--- src/rtl/bfly_pkt_injector_if.sv ---
// Host-side descriptor/payload handshakes and the switch-facing flit channel
// of the butterfly packet injector, bundled as one interface.
//
// Handshake rule for both host channels: a transfer happens on a rising clock
// edge where valid and ready are both 1. The source keeps valid and its
// payload stable until that edge. Ready depends only on injector state and
// never on valid. The flit channel has no backpressure.
interface bfly_pkt_injector_if #(
    parameter int CHANNEL_WIDTH = 18
);
    logic                     msg_valid;
    logic                     msg_ready;
    logic [5:0]               msg_dest;
    logic [3:0]               msg_len;
    logic                     data_valid;
    logic                     data_ready;
    logic [9:0]               data;
    logic [CHANNEL_WIDTH-1:0] out_ch;
    logic                     pkt_done;

    // Host side: drives descriptors and payload words, observes the flit channel.
    modport master (
        output msg_valid, msg_dest, msg_len, data_valid, data,
        input  msg_ready, data_ready, out_ch, pkt_done
    );

    // Injector side.
    modport slave (
        input  msg_valid, msg_dest, msg_len, data_valid, data,
        output msg_ready, data_ready, out_ch, pkt_done
    );
endinterface

--- src/rtl/bfly_pkt_injector.sv ---
// Terminal-side packet source for the radix-4 butterfly. It turns a message
// descriptor plus a payload word stream into head/body/tail flits and emits
// one registered flit per cycle. Idle cycles and payload bubbles produce
// all-zero flits.
module bfly_pkt_injector #(
    parameter int         CHANNEL_WIDTH = 18,
    parameter logic [5:0] SRC_ID        = 6'd0
) (
    input  logic                    clk,
    input  logic                    rst_n,
    bfly_pkt_injector_if.slave      bus,
    output logic                    o_dbg_state
);

    typedef enum logic {
        S_IDLE = 1'b0,
        S_BODY = 1'b1
    } state_t;

    localparam logic [1:0] TYPE_HEAD = 2'b01;
    localparam logic [1:0] TYPE_BODY = 2'b10;
    localparam logic [1:0] TYPE_TAIL = 2'b11;

    state_t                   r_state;
    state_t                   w_state_nxt;
    logic [5:0]               r_dest;
    logic [3:0]               r_len;
    logic [3:0]               r_cnt;
    logic [CHANNEL_WIDTH-1:0] r_out_ch;
    logic                     r_pkt_done;

    logic                     w_msg_ready;
    logic                     w_data_ready;
    logic                     w_msg_hs;
    logic                     w_data_hs;
    logic                     w_last_word;
    logic [CHANNEL_WIDTH-1:0] w_flit_nxt;
    logic                     w_done_nxt;

    // The handshakes are qualified by the ready signals. The ready signals
    // already include rst_n, so no transfer can be counted during reset.
    assign w_msg_hs    = bus.msg_valid  && w_msg_ready;
    assign w_data_hs   = bus.data_valid && w_data_ready;
    assign w_last_word = (r_cnt == r_len);

    // State register.
    always_ff @(posedge clk) begin
        if (!rst_n) begin
            r_state <= S_IDLE;
        end else begin
            r_state <= w_state_nxt;
        end
    end

    // Next-state logic.
    // An open packet is left only by its tail word.
    always_comb begin
        w_state_nxt = r_state;
        case (r_state)
            S_IDLE: if (w_msg_hs) w_state_nxt = S_BODY;
            S_BODY: if (w_data_hs && w_last_word) w_state_nxt = S_IDLE;
            default: w_state_nxt = S_IDLE;
        endcase
    end

    // Output logic.
    // This process drives the ready signals and selects the next flit.
    // A cycle with no accepted transfer produces the all-zero idle flit.
    always_comb begin
        w_msg_ready  = 1'b0;
        w_data_ready = 1'b0;
        w_flit_nxt   = '0;
        w_done_nxt   = 1'b0;
        case (r_state)
            S_IDLE: begin
                w_msg_ready = rst_n;
                if (w_msg_hs) begin
                    w_flit_nxt = {TYPE_HEAD, bus.msg_dest, bus.msg_len, SRC_ID};
                end
            end
            S_BODY: begin
                w_data_ready = rst_n;
                if (w_data_hs) begin
                    if (w_last_word) begin
                        w_flit_nxt = {TYPE_TAIL, r_dest, bus.data};
                        w_done_nxt = 1'b1;
                    end else begin
                        w_flit_nxt = {TYPE_BODY, r_dest, bus.data};
                    end
                end
            end
            default: begin
                w_flit_nxt = '0;
            end
        endcase
    end

    // Datapath registers.
    // These hold the flit channel, the done pulse, the latched descriptor and
    // the count of words accepted in the current packet.
    always_ff @(posedge clk) begin
        if (!rst_n) begin
            r_out_ch   <= '0;
            r_pkt_done <= 1'b0;
            r_dest     <= '0;
            r_len      <= '0;
            r_cnt      <= '0;
        end else begin
            r_out_ch   <= w_flit_nxt;
            r_pkt_done <= w_done_nxt;
            if (w_msg_hs) begin
                r_dest <= bus.msg_dest;
                r_len  <= bus.msg_len;
                r_cnt  <= '0;
            end else if (w_data_hs && !w_last_word) begin
                r_cnt <= r_cnt + 4'd1;
            end
        end
    end

    assign bus.msg_ready  = w_msg_ready;
    assign bus.data_ready = w_data_ready;
    assign bus.out_ch     = r_out_ch;
    assign bus.pkt_done   = r_pkt_done;
    assign o_dbg_state    = r_state;

endmodule

--- src/flat_wrapper.sv ---
// flat-port wrapper written by rule: the top's interface ports become plain ports
module bfly_pkt_injector_flat 
#(
    parameter int         CHANNEL_WIDTH = 18,
    parameter logic [5:0] SRC_ID        = 6'd0
)
  (clk, rst_n, o_dbg_state, bus_msg_valid, bus_msg_dest, bus_msg_len, bus_data_valid, bus_data, bus_msg_ready, bus_data_ready, bus_out_ch, bus_pkt_done);
  bfly_pkt_injector_if #(.CHANNEL_WIDTH(CHANNEL_WIDTH)) bus_i ();
  input  logic clk;
  input  logic rst_n;
  output logic o_dbg_state;
  input wire logic [$bits(bus_i.msg_valid)-1:0] bus_msg_valid;
  input wire logic [$bits(bus_i.msg_dest)-1:0] bus_msg_dest;
  input wire logic [$bits(bus_i.msg_len)-1:0] bus_msg_len;
  input wire logic [$bits(bus_i.data_valid)-1:0] bus_data_valid;
  input wire logic [$bits(bus_i.data)-1:0] bus_data;
  output wire logic [$bits(bus_i.msg_ready)-1:0] bus_msg_ready;
  output wire logic [$bits(bus_i.data_ready)-1:0] bus_data_ready;
  output wire logic [$bits(bus_i.out_ch)-1:0] bus_out_ch;
  output wire logic [$bits(bus_i.pkt_done)-1:0] bus_pkt_done;
  assign bus_i.msg_valid = bus_msg_valid;
  assign bus_i.msg_dest = bus_msg_dest;
  assign bus_i.msg_len = bus_msg_len;
  assign bus_i.data_valid = bus_data_valid;
  assign bus_i.data = bus_data;
  assign bus_msg_ready = bus_i.msg_ready;
  assign bus_data_ready = bus_i.data_ready;
  assign bus_out_ch = bus_i.out_ch;
  assign bus_pkt_done = bus_i.pkt_done;
  bfly_pkt_injector #(.CHANNEL_WIDTH(CHANNEL_WIDTH), .SRC_ID(SRC_ID)) u_core (.clk(clk), .rst_n(rst_n), .bus(bus_i), .o_dbg_state(o_dbg_state));
endmodule
--- config.mk ---
export PLATFORM = sky130hd
export DESIGN_NAME = bfly_pkt_injector_flat
export DESIGN_NICKNAME = d
export VERILOG_FILES = /design/src/rtl/bfly_pkt_injector_if.sv /design/src/rtl/bfly_pkt_injector.sv /design/src/flat_wrapper.sv
export SDC_FILE = /design/constraint.sdc
export NUM_CORES = 1
export LEC_CHECK = 0
export CAP_MARGIN = 20
export CORE_ASPECT_RATIO = 0.7
export CORE_UTILIZATION = 37
export CTS_CLUSTER_SIZE = 12
export DETAILED_ROUTE_END_ITERATION = 8
export PLACE_DENSITY = 0.79
export SYNTH_ARGS = -nofsm -noshare
export SYNTH_HDL_FRONTEND = slang
export SYNTH_SLANG_ARGS = --single-unit
--- constraint.sdc ---
create_clock -name clk -period 1.1 [get_ports clk]
set_input_delay 0.275 -clock clk [delete_from_list [all_inputs] [get_ports clk]]
set_output_delay 0.275 -clock clk [all_outputs]
set_load 0.05 [all_outputs]
==> results.ini <==
[placed_design]
dp_cells = 180
routabilityCongestion = 0.6486
post_dp_cell_area_mm2 = 0.001902
dp_hpwl_um = 2008
portBuffers = 45

[cts]
clk_path_buf_depth = 2
clkTransAtPathRegs_ns = 0.07
cts_root_buffer = clkbuf_8
cts_buffers = 5
hold_buffers = 0
h-tree-depth = 2
insertion_delay_ns = 0.29
cts_tree = built
cts.sinks = 34

[synthesis]
synth-seq-area-share_pct = 61.19
synthCells = 93
synthSimpleGateAreaFrac_pct = 10.46
synth_fa_ha_area_share_pct = 1.125
synthMuxAreaShare_pct = 2.700
synth_top_family_by_area = compound AO/OA/AOI/OAI gates
synth_area_mm2 = 0.001112
synth_compound_area_share_pct = 19.01
synth_seq_cells = 34
ys.warnings.count = 0
syn_nets = 118
synth-xor-area-share_pct = 3.150
syn_avg_cell_area_um2 = 11.96
synth_cell_types = 21

[setup_path]
critPathMaxFanout = 5
cp-end-kind = primary output
crit_path_start_kind = flop
max_stage_delay_ns = 0.37
critPathArrivalTime_ns = 0.97
r2r_cells = 5
r2r_end = u_core.r_cnt[0]$_SDFFE_PP0P_
setup.worst_path.class = reg2out
r2r_setup_slack_ns = -0.09
critPathLaunch = u_core.o_dbg_state$_SDFF_PN0_
crit_slowest_cell = dfxtp_4
path_cells = and2_4, buf_12
crit_required_ns = 0.82
reg2reg_from = u_core.o_dbg_state$_SDFF_PN0_

[floorplan]
die_area_mm2 = 0.003233
coreArea_mm2 = 0.002823
placement_rows = 16
fp.dieW_um = 67.54
die_h_um = 47.88
io_pins = 46
start_util_pct = 39.41

[sta]
worstMarginPinSlew_ns = 0.2510
max-slew-margin-rel_pct = 83.27
hold_violations = 0
tns_ns = -0.7463
maxSlewViolCount = 0
fin_skew_ns = 0.004867
period_share_pct = 112.9
post-route-min-period_ns = 1.242
fmax_mhz = 805.3
grt_setup_unrepaired = yes
setup_viol = 14
final.setup.worst_slack_ns = -0.1418

[power_and_ir_drop]
power.switching_uw = 791.3
clkPwrFrac_pct = 31.6
p_per_area_mw_per_mm2 = 1381
swShare_pct = 26.69
p_seq_share_pct = 46.0
ir_drop_mv = 1.148
comb_power_share_pct = 22.4
p_leak_uw = 0.0008968
p_int_uw = 2174

[routing]
ant_nets = 0
drc_errors = 0
drtIter0Drc = 23
viasPerCell = 4.839
wl_per_cell_um = 14.93
firstDrtPassIters = 2
vias = 934
drt_wl_total_um = 2882

[finish]
design_area_mm2 = 0.002147
diodes = 0
drive_above_1_share_pct = 43.95
fin_util_pct = 76.06
final_nets = 181
stdcell_count = 193
area_growth_pct = 93.03

[min_path]
hold_path_class = in2reg
min_path_cells = 3
worstHoldEndpoint = u_core.o_dbg_state$_SDFF_PN0_
hold_start = bus_data_valid

[flow_run]
cap_violations = 0

[outcome]
status = finished, violations left
violations = negative setup slack

[grt]
grt_pass1_wl_um = 4305
grt_pass1_vias = 950
grt_use_total_pct = 19.72
overflow = 0
grt_max_degree = 23
antenna_found_initial = 0

-- stage by stage --
stage | power (uW) | hold WS (ns) | setup WS, ns
2_1_floorplan | 1641 | 0.3967 | -0.07025
3_3_place_gp | 1964 | 0.4489 | -0.4029
3_5_place_dp | 1983 | 0.4633 | -0.4871
4_1_cts | 2961 | 0.4551 | -0.1429
5_1_grt | 3090 | 0.4665 | -0.1761
6_report | 2965 | 0.4578 | -0.1418
-- sequential cells by signal, summed over array words and instances (netlist names) --
signal               count
u_core.r_cnt             4
u_core.bus.out_ch       18
u_core.r_len             4
u_core.o_dbg_state       1
u_core.r_dest            6
u_core.bus.pkt_done      1
-- cells in the mapped netlist --
cell	count	area (um2)
clkinv_1	1	3.750
or2_1	1	6.260
nor2b_1	1	6.260
mux2i_1	3	30.03
nand2_1	7	26.28
ha_1	1	12.51
a21boi_1	1	7.510
xnor2_1	4	35.03
inv_1	1	3.750
and3_1	1	6.260
a21o_1	1	7.510
and2_1	8	50.05
and4_2	1	10.01
buf_2	3	15.01
a22o_1	20	175.2
a41oi_2	1	16.27
nand4_1	1	6.260
dfxtp_1	34	680.7
clkbuf_1	1	3.750
o21ai_0	1	5.000
nand3_1	1	5.000
-- worst max path at each step --
| stage | end | slack (ns) | cells past startpoint |
|---|---|---|---|
| 2_1_floorplan | u_core.r_cnt[3]$_SDFFE_PP0P_ | -0.07 | 4 |
| 3_3_place_gp | u_core.r_cnt[3]$_SDFFE_PP0P_ | -0.40 | 5 |
| 3_5_place_dp | u_core.r_cnt[0]$_SDFFE_PP0P_ | -0.49 | 5 |
| 4_1_cts | bus_data_ready | -0.14 | 2 |
| 5_1_grt | u_core.r_cnt[3]$_SDFFE_PP0P_ | -0.18 | 5 |
| 6_report | bus_data_ready | -0.14 | 2 |
-- layout make-up --
type / count / area (um2)
Timing Repair Buffer: 60 / 787.0
Sequential cell: 34 / 703.2
Fill cell: 174 / 675.6
Multi-Input combinational cell: 53 / 511.7
Clock buffer: 7 / 86.33
Tap cell: 36 / 45.04
Inverter: 2 / 8.758
Clock inverter: 1 / 5.005
-- cells by family (layout without fill, tap and decap cells) --
family	count (synthesis)	after routing
DFF	34	34
AOI/OAI and AO/OA	24	24
and+or+nand+nor	21	21
buffers and inverters	6	70
xor gates and xnor gates	4	4
muxes	3	3
adders and majority gates	1	1
-- layout by cell type, fill, tap and decap left out, drive strengths merged, types with 2 or more instances in the layout --
cell type / count
buf: 37
dfxtp: 34
a22o: 20
clkdlybuf4s50: 20
and2: 8
clkbuf: 8
nand2: 7
xnor2: 4
mux2i: 3
clkinv: 2
-- critical path, delay by kind of cell (launching register included) --
family                 cells  cell delay [ns]
DFF                        1             0.37
buffers and inverters      1             0.14
and+or+nand+nor            1             0.17
-- timing repair --
| item | CTS | global route |
|---|---|---|
| buffers inserted | 4 | 1 |
| pin swaps | 9 | 14 |
| setup endpoints to repair | 34 | 38 |
| gates resized for setup | 20 | 14 |
-- power groups by stage --
stage	clock network (uW)	logic (uW)	registers, uW
floorplan	0	151	1490
global placement	0	586	1380
detailed placement	0	601	1380
CTS	956	647	1360
global route	1020	695	1370
finish	937	664	1360
-- routing by layer --
layer | vias to the layer above | wire length, um | track usage [%]
li1 | 457 | - | -
met1 | 441 | 1157 | 21.36
met2 | 29 | 1516 | 33.86
met3 | 7 | 130 | 6.905
met4 | 0 | 78 | 12.77
met5 | - | 0 | 0
(Power assumes the default switching activity.)
